[config.mk]
export PLATFORM = sky130hd
export DESIGN_NAME = gpio_debounce
export DESIGN_NICKNAME = d
export VERILOG_FILES = /design/src/rtl/gpio_debounce_pkg.sv /design/src/rtl/gpio_sync.sv /design/src/rtl/gpio_debounce.sv
export SDC_FILE = /design/constraint.sdc
export NUM_CORES = 1
export LEC_CHECK = 0
export BUFFER_PORTS_ARGS = -buffer_cell sky130_fd_sc_hd__buf_2
export CAP_MARGIN = 5
export CORE_MARGIN = 2
export CORE_UTILIZATION = 45
export DETAILED_ROUTE_END_ITERATION = 8
export PLACE_DENSITY = 0.77
export SYNTH_ARGS = -nofsm -noshare
export SYNTH_HDL_FRONTEND = slang
export SYNTH_SLANG_ARGS = --single-unit
[constraint.sdc]
create_clock -name clk_i -period 2.3 [get_ports clk_i]
set_input_delay 0.23 -clock clk_i [delete_from_list [all_inputs] [get_ports clk_i]]
set_output_delay 0.23 -clock clk_i [all_outputs]
set_load 0.02 [all_outputs]
[src/rtl/gpio_debounce_pkg.sv]
// Shared types and constants for the GPIO input debounce block.
package gpio_debounce_pkg;

  localparam int unsigned GlitchCntWidth = 16;

  typedef enum logic [1:0] {
    STABLE_LO = 2'b00,
    CHECK_HI  = 2'b01,
    STABLE_HI = 2'b10,
    CHECK_LO  = 2'b11
  } debounce_state_e;

endpackage

[src/rtl/gpio_sync.sv]
// Multi-flop synchronizer for a single asynchronous input bit.
module gpio_sync
  import gpio_debounce_pkg::*;
#(
  parameter int unsigned SyncStages = 2
) (
  input  logic clk_i,
  input  logic rst_i,
  input  logic d_i,
  output logic q_o
);

  logic [SyncStages-1:0] sync_q;

  // Shift the raw level through the flop chain; the oldest bit is the output.
  always_ff @(posedge clk_i or posedge rst_i) begin
    if (rst_i) begin
      sync_q <= '0;
    end else begin
      sync_q <= {sync_q[SyncStages-2:0], d_i};
    end
  end

  assign q_o = sync_q[SyncStages-1];

endmodule

[src/rtl/gpio_debounce.sv]
// GPIO input conditioning: synchronize, debounce against a stable-time window,
// emit a clean level with single-cycle edge strobes, count rejected glitches.
module gpio_debounce
  import gpio_debounce_pkg::*;
#(
  parameter int unsigned SyncStages = 2,
  parameter int unsigned StableCnt  = 16
) (
  input  logic                      clk_i,
  input  logic                      rst_i,
  input  logic                      en_i,
  input  logic                      clr_i,
  input  logic                      gpio_i,
  output logic                      gpio_o,
  output logic                      rise_o,
  output logic                      fall_o,
  output logic [GlitchCntWidth-1:0] glitch_cnt_o
);

  localparam int unsigned CntW = $clog2(StableCnt + 1);
  localparam logic [CntW-1:0] CntOne  = CntW'(1);
  localparam logic [CntW-1:0] CntLast = CntW'(StableCnt - 1);

  logic                      s;
  debounce_state_e           state_q, state_d;
  logic [CntW-1:0]           cnt_q, cnt_d;
  logic                      gpio_q, gpio_d;
  logic                      rise_q, rise_d;
  logic                      fall_q, fall_d;
  logic [GlitchCntWidth-1:0] glitch_cnt_q, glitch_cnt_d;
  logic                      glitch_inc;

  gpio_sync #(
    .SyncStages(SyncStages)
  ) u_sync (
    .clk_i(clk_i),
    .rst_i(rst_i),
    .d_i  (gpio_i),
    .q_o  (s)
  );

  // Debounce FSM: a new level must be seen on StableCnt consecutive edges.
  always_comb begin
    state_d    = state_q;
    cnt_d      = cnt_q;
    gpio_d     = gpio_q;
    rise_d     = 1'b0;
    fall_d     = 1'b0;
    glitch_inc = 1'b0;
    unique case (state_q)
      STABLE_LO: begin
        if (en_i && s) begin
          if (StableCnt == 1) begin
            state_d = STABLE_HI;
            gpio_d  = 1'b1;
            rise_d  = 1'b1;
          end else begin
            state_d = CHECK_HI;
            cnt_d   = CntOne;
          end
        end
      end
      CHECK_HI: begin
        if (!en_i) begin
          state_d = STABLE_LO;
          cnt_d   = '0;
        end else if (s) begin
          if (cnt_q == CntLast) begin
            state_d = STABLE_HI;
            gpio_d  = 1'b1;
            rise_d  = 1'b1;
            cnt_d   = '0;
          end else begin
            cnt_d = cnt_q + CntOne;
          end
        end else begin
          state_d    = STABLE_LO;
          cnt_d      = '0;
          glitch_inc = 1'b1;
        end
      end
      STABLE_HI: begin
        if (en_i && !s) begin
          if (StableCnt == 1) begin
            state_d = STABLE_LO;
            gpio_d  = 1'b0;
            fall_d  = 1'b1;
          end else begin
            state_d = CHECK_LO;
            cnt_d   = CntOne;
          end
        end
      end
      CHECK_LO: begin
        if (!en_i) begin
          state_d = STABLE_HI;
          cnt_d   = '0;
        end else if (!s) begin
          if (cnt_q == CntLast) begin
            state_d = STABLE_LO;
            gpio_d  = 1'b0;
            fall_d  = 1'b1;
            cnt_d   = '0;
          end else begin
            cnt_d = cnt_q + CntOne;
          end
        end else begin
          state_d    = STABLE_HI;
          cnt_d      = '0;
          glitch_inc = 1'b1;
        end
      end
      default: begin
        state_d = STABLE_LO;
        cnt_d   = '0;
        gpio_d  = 1'b0;
      end
    endcase
  end

  // Saturating glitch counter; a clear wins over a same-cycle increment.
  always_comb begin
    glitch_cnt_d = glitch_cnt_q;
    if (clr_i) begin
      glitch_cnt_d = '0;
    end else if (glitch_inc && (glitch_cnt_q != '1)) begin
      glitch_cnt_d = glitch_cnt_q + GlitchCntWidth'(1);
    end
  end

  // State, level, strobe and counter registers.
  always_ff @(posedge clk_i or posedge rst_i) begin
    if (rst_i) begin
      state_q      <= STABLE_LO;
      cnt_q        <= '0;
      gpio_q       <= 1'b0;
      rise_q       <= 1'b0;
      fall_q       <= 1'b0;
      glitch_cnt_q <= '0;
    end else begin
      state_q      <= state_d;
      cnt_q        <= cnt_d;
      gpio_q       <= gpio_d;
      rise_q       <= rise_d;
      fall_q       <= fall_d;
      glitch_cnt_q <= glitch_cnt_d;
    end
  end

  assign gpio_o       = gpio_q;
  assign rise_o       = rise_q;
  assign fall_o       = fall_q;
  assign glitch_cnt_o = glitch_cnt_q;

endmodule

Word-level counts from Yosys, hierarchy flattened:

Cells that the tools add are included.

* add/sub/neg operators: 2
* equality and inequality tests: 15
* multiplexer cells: 38
* reductions and logical operators: 10

Operators with widths (count)
* $mux W5: 7
* $mux W16: 2
* $pmux W5 S4: 1
* $mux W1: 17
* $add A16 B1 Y16 const B: 1
* $mux W2: 8
* $ne A16 B16 Y1 const B: 1
* $ne A2 B2 Y1 const B: 7
* $pmux W2 S4: 1
* $reduce_and A7 Y1: 1
* $add A5 B1 Y5 const B: 1
* $eq A5 B4 Y1 const B: 1
* $eq A2 B2 Y1 const B: 2
* $ne A4 B3 Y1 const B: 1
* $ne A4 B4 Y1 const B: 1
* $pmux W1 S2: 2
* $reduce_and A4 Y1: 1
* $reduce_bool A2 Y1: 2
* $logic_and A1 B1 Y1: 3
* $eq A2 B1 Y1 const B: 1
* $logic_not A2 Y1: 1
* $ne A2 B1 Y1 const B: 1
* $reduce_and A2 Y1: 1
* $logic_not A1 Y1: 1

* bits in registers: 28
* input bits: 5
* output and inout port bits: 19
* word-level logic and storage cells: 72

Depth between registers and ports, before layout:

* word-level depth: 6
* gate-level depth with buffers: 8
* gate-level depth less buffers: 6

Cells and area by module:

From an unflattened synthesis, not the netlist that was laid out.

* cell total of the unflattened synthesis: 139
* area total of the unflattened synthesis: 1417.6 sq um

By module, submodules not included
* gpio_debounce: times used 1, cells an instance 136, area an instance 1363.8 sq um, seq. area each 650.6 sq um
* gpio_sync: times used 1, cells an instance 3, area an instance 53.8 sq um, seq. area each 50.0 sq um

Worst setup path after synthesis:

No wires, ideal clock.

* path kind: register -> register
* from: reg state_q[1]
* to: reg glitch_cnt_q[15], in the netlist glitch_cnt_o[15]
* setup time: 0.125 ns
* arrival: 2.098 ns
* required time: 2.175 ns
* path slack: 0.077 ns
* stages on the path, launching flop included: 9
* path buffers: 2
* period minus slack after synthesis: 2.223 ns
* cell sequence: dfrtp_1 clkbuf_1 and2_1 ha_1 and3_1 buf_2 nand4_2 nor4b_1 mux2_2

* cells in the longest elaborated chain, start to end: 4
* elaborated cells on any way between the ends: 5
* those cells by class: eq/ne: 2; mux: 1; reduce/logical: 2

RTL lines
* from (decl): RTL line gpio_debounce.sv:25 `debounce_state_e state_q, state_d;`
* from (signal assigned): RTL line gpio_debounce.sv:141 `state_q <= state_d;`
* $eq A2 B2 Y1 / $eq A2 B1 Y1 (equally long branches): RTL line gpio_debounce.sv:50 `unique case (state_q)`
* $pmux W1 S2 *: RTL line gpio_debounce.sv:50
* $logic_and A1 B1 Y1 *: RTL line gpio_debounce.sv:126 `end else if (glitch_inc && (glitch_cnt_q != '1)) begin`
* $reduce_bool A2 Y1 (no source line) *
* to (signal assigned): RTL line gpio_debounce.sv:146 `glitch_cnt_q <= glitch_cnt_d;`
* to (decl): RTL line gpio_debounce.sv:30 `logic [GlitchCntWidth-1:0] glitch_cnt_q, glitch_cnt_d;`

Every way passes the cells marked *; elsewhere a longest branch is shown, timed or not.
A chain may end at the register's enable or synchronous reset.

Worst setup path in the final report:

* from: reg u_sync.sync_q[1]
* to: reg glitch_cnt_q[13], in the netlist glitch_cnt_o[13]

* cells in the longest elaborated chain, start to end: 5
* elaborated cells on any way between the ends: 7
* those cells by class: mux: 5; reduce/logical: 2

RTL lines
* from (decl): RTL line gpio_sync.sv:13 `logic [SyncStages-1:0] sync_q;`
* from (signal assigned): RTL line gpio_sync.sv:20 `sync_q <= {sync_q[SyncStages-2:0], d_i};`
* $mux W1, on equally long branches: RTL line gpio_debounce.sv:98, gpio_debounce.sv:67
* $mux W1, on equally long branches: RTL line gpio_debounce.sv:95, gpio_debounce.sv:64
* $pmux W1 S2 *: RTL line gpio_debounce.sv:50
* $logic_and A1 B1 Y1 *: RTL line gpio_debounce.sv:126
* $reduce_bool A2 Y1 (no source line) *

Marks and branches as above.

==> flow_metrics.env <==
export IMPL_die_h_um=61.9
export IMPL_leakagePower_nw=0.806
export IMPL_grt_max_degree=29
export IMPL_cts_buffers=3
export IMPL_period_minus_slack_ns=2.14
export IMPL_worst_path_stages=6
export IMPL_dp_cells=224
export IMPL_critPathKind="register to register"
export IMPL_synth_ff_latch_count=28
export IMPL_holdPathStages=3
export IMPL_cts_clk_slew_worst_paths_ns=0.14
export IMPL_cp_endpoint="glitch_cnt_o[13]"
export IMPL_crit_buf_inv=1
export IMPL_synth_ff_type="dfrtp_1"
export IMPL_hold_slack_ns=0.162
export IMPL_grt_use_total=0.168
export IMPL_initial_utilization=0.459
export IMPL_route_detailed_drc=0
export IMPL_port_buffers=23
export IMPL_drv_cap=0
export IMPL_r2r_end="glitch_cnt_o[13]"
export IMPL_min_period_over_period=0.930
export IMPL_regArea_um2=701
export IMPL_multi_input_area_um2=768
export IMPL_drive_gt1_frac=0.266
export IMPL_critPathLaunch="u_sync.sync_q[1]"
export IMPL_min_path_type="input pin to register"
export IMPL_layout_common_cells="dfrtp_1 (28), buf_2 (23), a21oi_1 (13)"
export IMPL_slew_violations=0
export IMPL_routed_wl_um=3020
export IMPL_critPathSlowestCell="dfrtp_1"
export IMPL_syn_avg_cell_area_um2=9.67
export IMPL_critPathTopFamily="simple AND/OR/NAND/NOR gates"
export IMPL_finalSetupViolations=0
export IMPL_rsz0062_at_grt="no"
export IMPL_async_reset_ff_frac=1.00
export IMPL_wire_per_inst_um=13.1
export IMPL_antenna_found_initial=0
export IMPL_tns_ns=0
export IMPL_crit_fanout=9
export IMPL_drt_iter0_markers=109
export IMPL_max_freq_mhz=467
export IMPL_hold_path_startpoint="en_i"
export IMPL_cts_buffer_depth=2
export IMPL_finClkSkew_ns=0.00353
export IMPL_pin_count=24
export IMPL_cts_sinks=28
export IMPL_viasPerCell=5.77
export IMPL_firstDrtPassIters=4
export IMPL_max_stage_delay_ns=0.45
export IMPL_overflow=0
export IMPL_nNetsFinal=193
export IMPL_critPathRequiredTime_ns=2.53
export IMPL_htreeDepth=1
export IMPL_gp_congestion=0.851
export IMPL_vias=1326
export IMPL_yosysSeqAreaShare=0.464
export IMPL_n_antenna_cell=0
export IMPL_tightest_slew_ns=0.724
export IMPL_syn_to_final_growth_pct=16.7
export IMPL_cts_tree="built"
export IMPL_hpwlAfterDp_um=2200
export IMPL_grt_pass1_vias=1137
export IMPL_status="finished clean"
export IMPL_worst_setup_path_end_kind="register"
export IMPL_worstPathArrival_ns=2.37
export IMPL_syn_area_mm2=0.00151
export IMPL_r2r_worst_path_cells=6
export IMPL_power_uw=812
export IMPL_start_kind="register"
export IMPL_dieWidth_um=61.9
export IMPL_rows=21
export IMPL_synth_nets=164
export IMPL_coreArea_mm2=0.00328
export IMPL_irDropWorstVdd_v=0.000316
export IMPL_cts_root_buf="clkbuf_4"
export IMPL_dieArea_mm2=0.00383
export IMPL_nFillCells=313
export IMPL_power_density_mw_per_mm2=461
export IMPL_layout_commonest_cell="dfrtp_1"
export IMPL_hold_viol=0
export IMPL_insertion_delay_ns=0.32
export IMPL_relSlewSlack=0.513
export IMPL_reg2reg_setup_slack_ns=0.16
export IMPL_synth_edf_count=0
export IMPL_worstPathCellList="inv_1 > ha_1 > and3_1 > nand4_4 > nor4_1 > mux2_2"
export IMPL_synthCells=156
export IMPL_cts_setup_buffers=0
export IMPL_drtAntennaViolNets=0
export IMPL_synth_cell_type_count=44
export IMPL_grt_pass1_wl_um=4830
export IMPL_ys_warn_count=0
export IMPL_reg2reg_from="u_sync.sync_q[1]"
export IMPL_stdcell_count=230
-- cells by family after synthesis --
logic type | count (synthesis) | share of synthesized area
DFF | 28 | 0.464
adders and majority gates | 3 | 0.0249
buffers and inverters | 13 | 0.0365
AOI/OAI and AO/OA | 35 | 0.143
xor gates and xnor gates | 2 | 0.0116
muxes | 6 | 0.0439
and+or+nand+nor | 69 | 0.275
-- flip-flops by register name (all words and copies together) (netlist names) --
signal / cells
fall_o: 1
gpio_o: 1
state_q: 2
cnt_q: 5
glitch_cnt_o: 16
rise_o: 1
u_sync.sync_q: 2
-- synthesized netlist by cell type, drive strengths merged (2+ instances only) --
cell type	count	area [um^2]
and2	2	12.5
o21ai	6	30.0
nor2b	4	25.0
inv	7	26.3
or2	2	12.5
ha	3	37.5
nor3	6	30.0
nand4	4	46.3
nand2	9	33.8
o31ai	5	37.5
a21oi	13	65.1
dfrtp	28	701
nor4	5	37.5
or3	5	38.8
nor2	12	45.0
nand3	8	40.0
or4	5	40.0
buf	3	17.5
mux2	5	56.3
a31oi	4	25.0
nor4b	2	17.5
clkbuf	3	11.3
-- routing by layer --
metal | vias up | routed length, um | global-route usage
li1 | 643 | - | -
met1 | 649 | 1390 | 0.214
met2 | 34 | 1510 | 0.295
met3 | 0 | 117 | 0.0373
met4 | 0 | 0 | 0.0304
met5 | - | 0 | 0
-- timing repair --
action / CTS / global route
endpoints found under the hold margin: 29 / 0
hold buffers: 2 / 0
setup endpoints to repair: 0 / 4
resized for setup: 0 / 2
-- layout make-up --
class	instances	share of cell area
clock buffers	4	0.0206
inverters	7	0.0149
multi-input cells	115	0.436
flip-flops and latches	28	0.398
well taps	46	0.0327
repair buffers	30	0.0980
-- through the flow --
step                      instance area (um^2)  setup slack (ns)  utilization
after CTS                                 1750            0.0802        0.532
after global routing                      1760            0.0111        0.536
final                                     1760             0.160        0.536
after floorplan                           1510            0.0770            -
after detailed placement                  1690             0.116        0.515
after global placement                    1690             0.187        0.515
-- worst min path at each step --
| stage | end | slack [ns] |
|---|---|---|
| 2_1_floorplan | u_sync.sync_q[0] | 0.26 |
| 3_3_place_gp | rise_o | 0.31 |
| 3_5_place_dp | glitch_cnt_o[10] | 0.32 |
| 4_1_cts | state_q[0] | 0.15 |
| 5_1_grt | state_q[0] | 0.15 |
| 6_report | state_q[0] | 0.16 |
-- worst reg2reg max path: stages (launching register included) --
cell and delay (ns):
dfrtp_1 0.45, inv_1 0.11, ha_1 0.30, and3_1 0.27
nand4_4 0.20, nor4_1 0.33, mux2_2 0.38
-- power breakdown --
part           switching [mW]  internal, mW
registers             0.00864         0.502
logic                  0.0407        0.0243
clock network           0.139        0.0969
total                   0.188         0.623
Note: power is estimated with default switching activity, not from simulation.
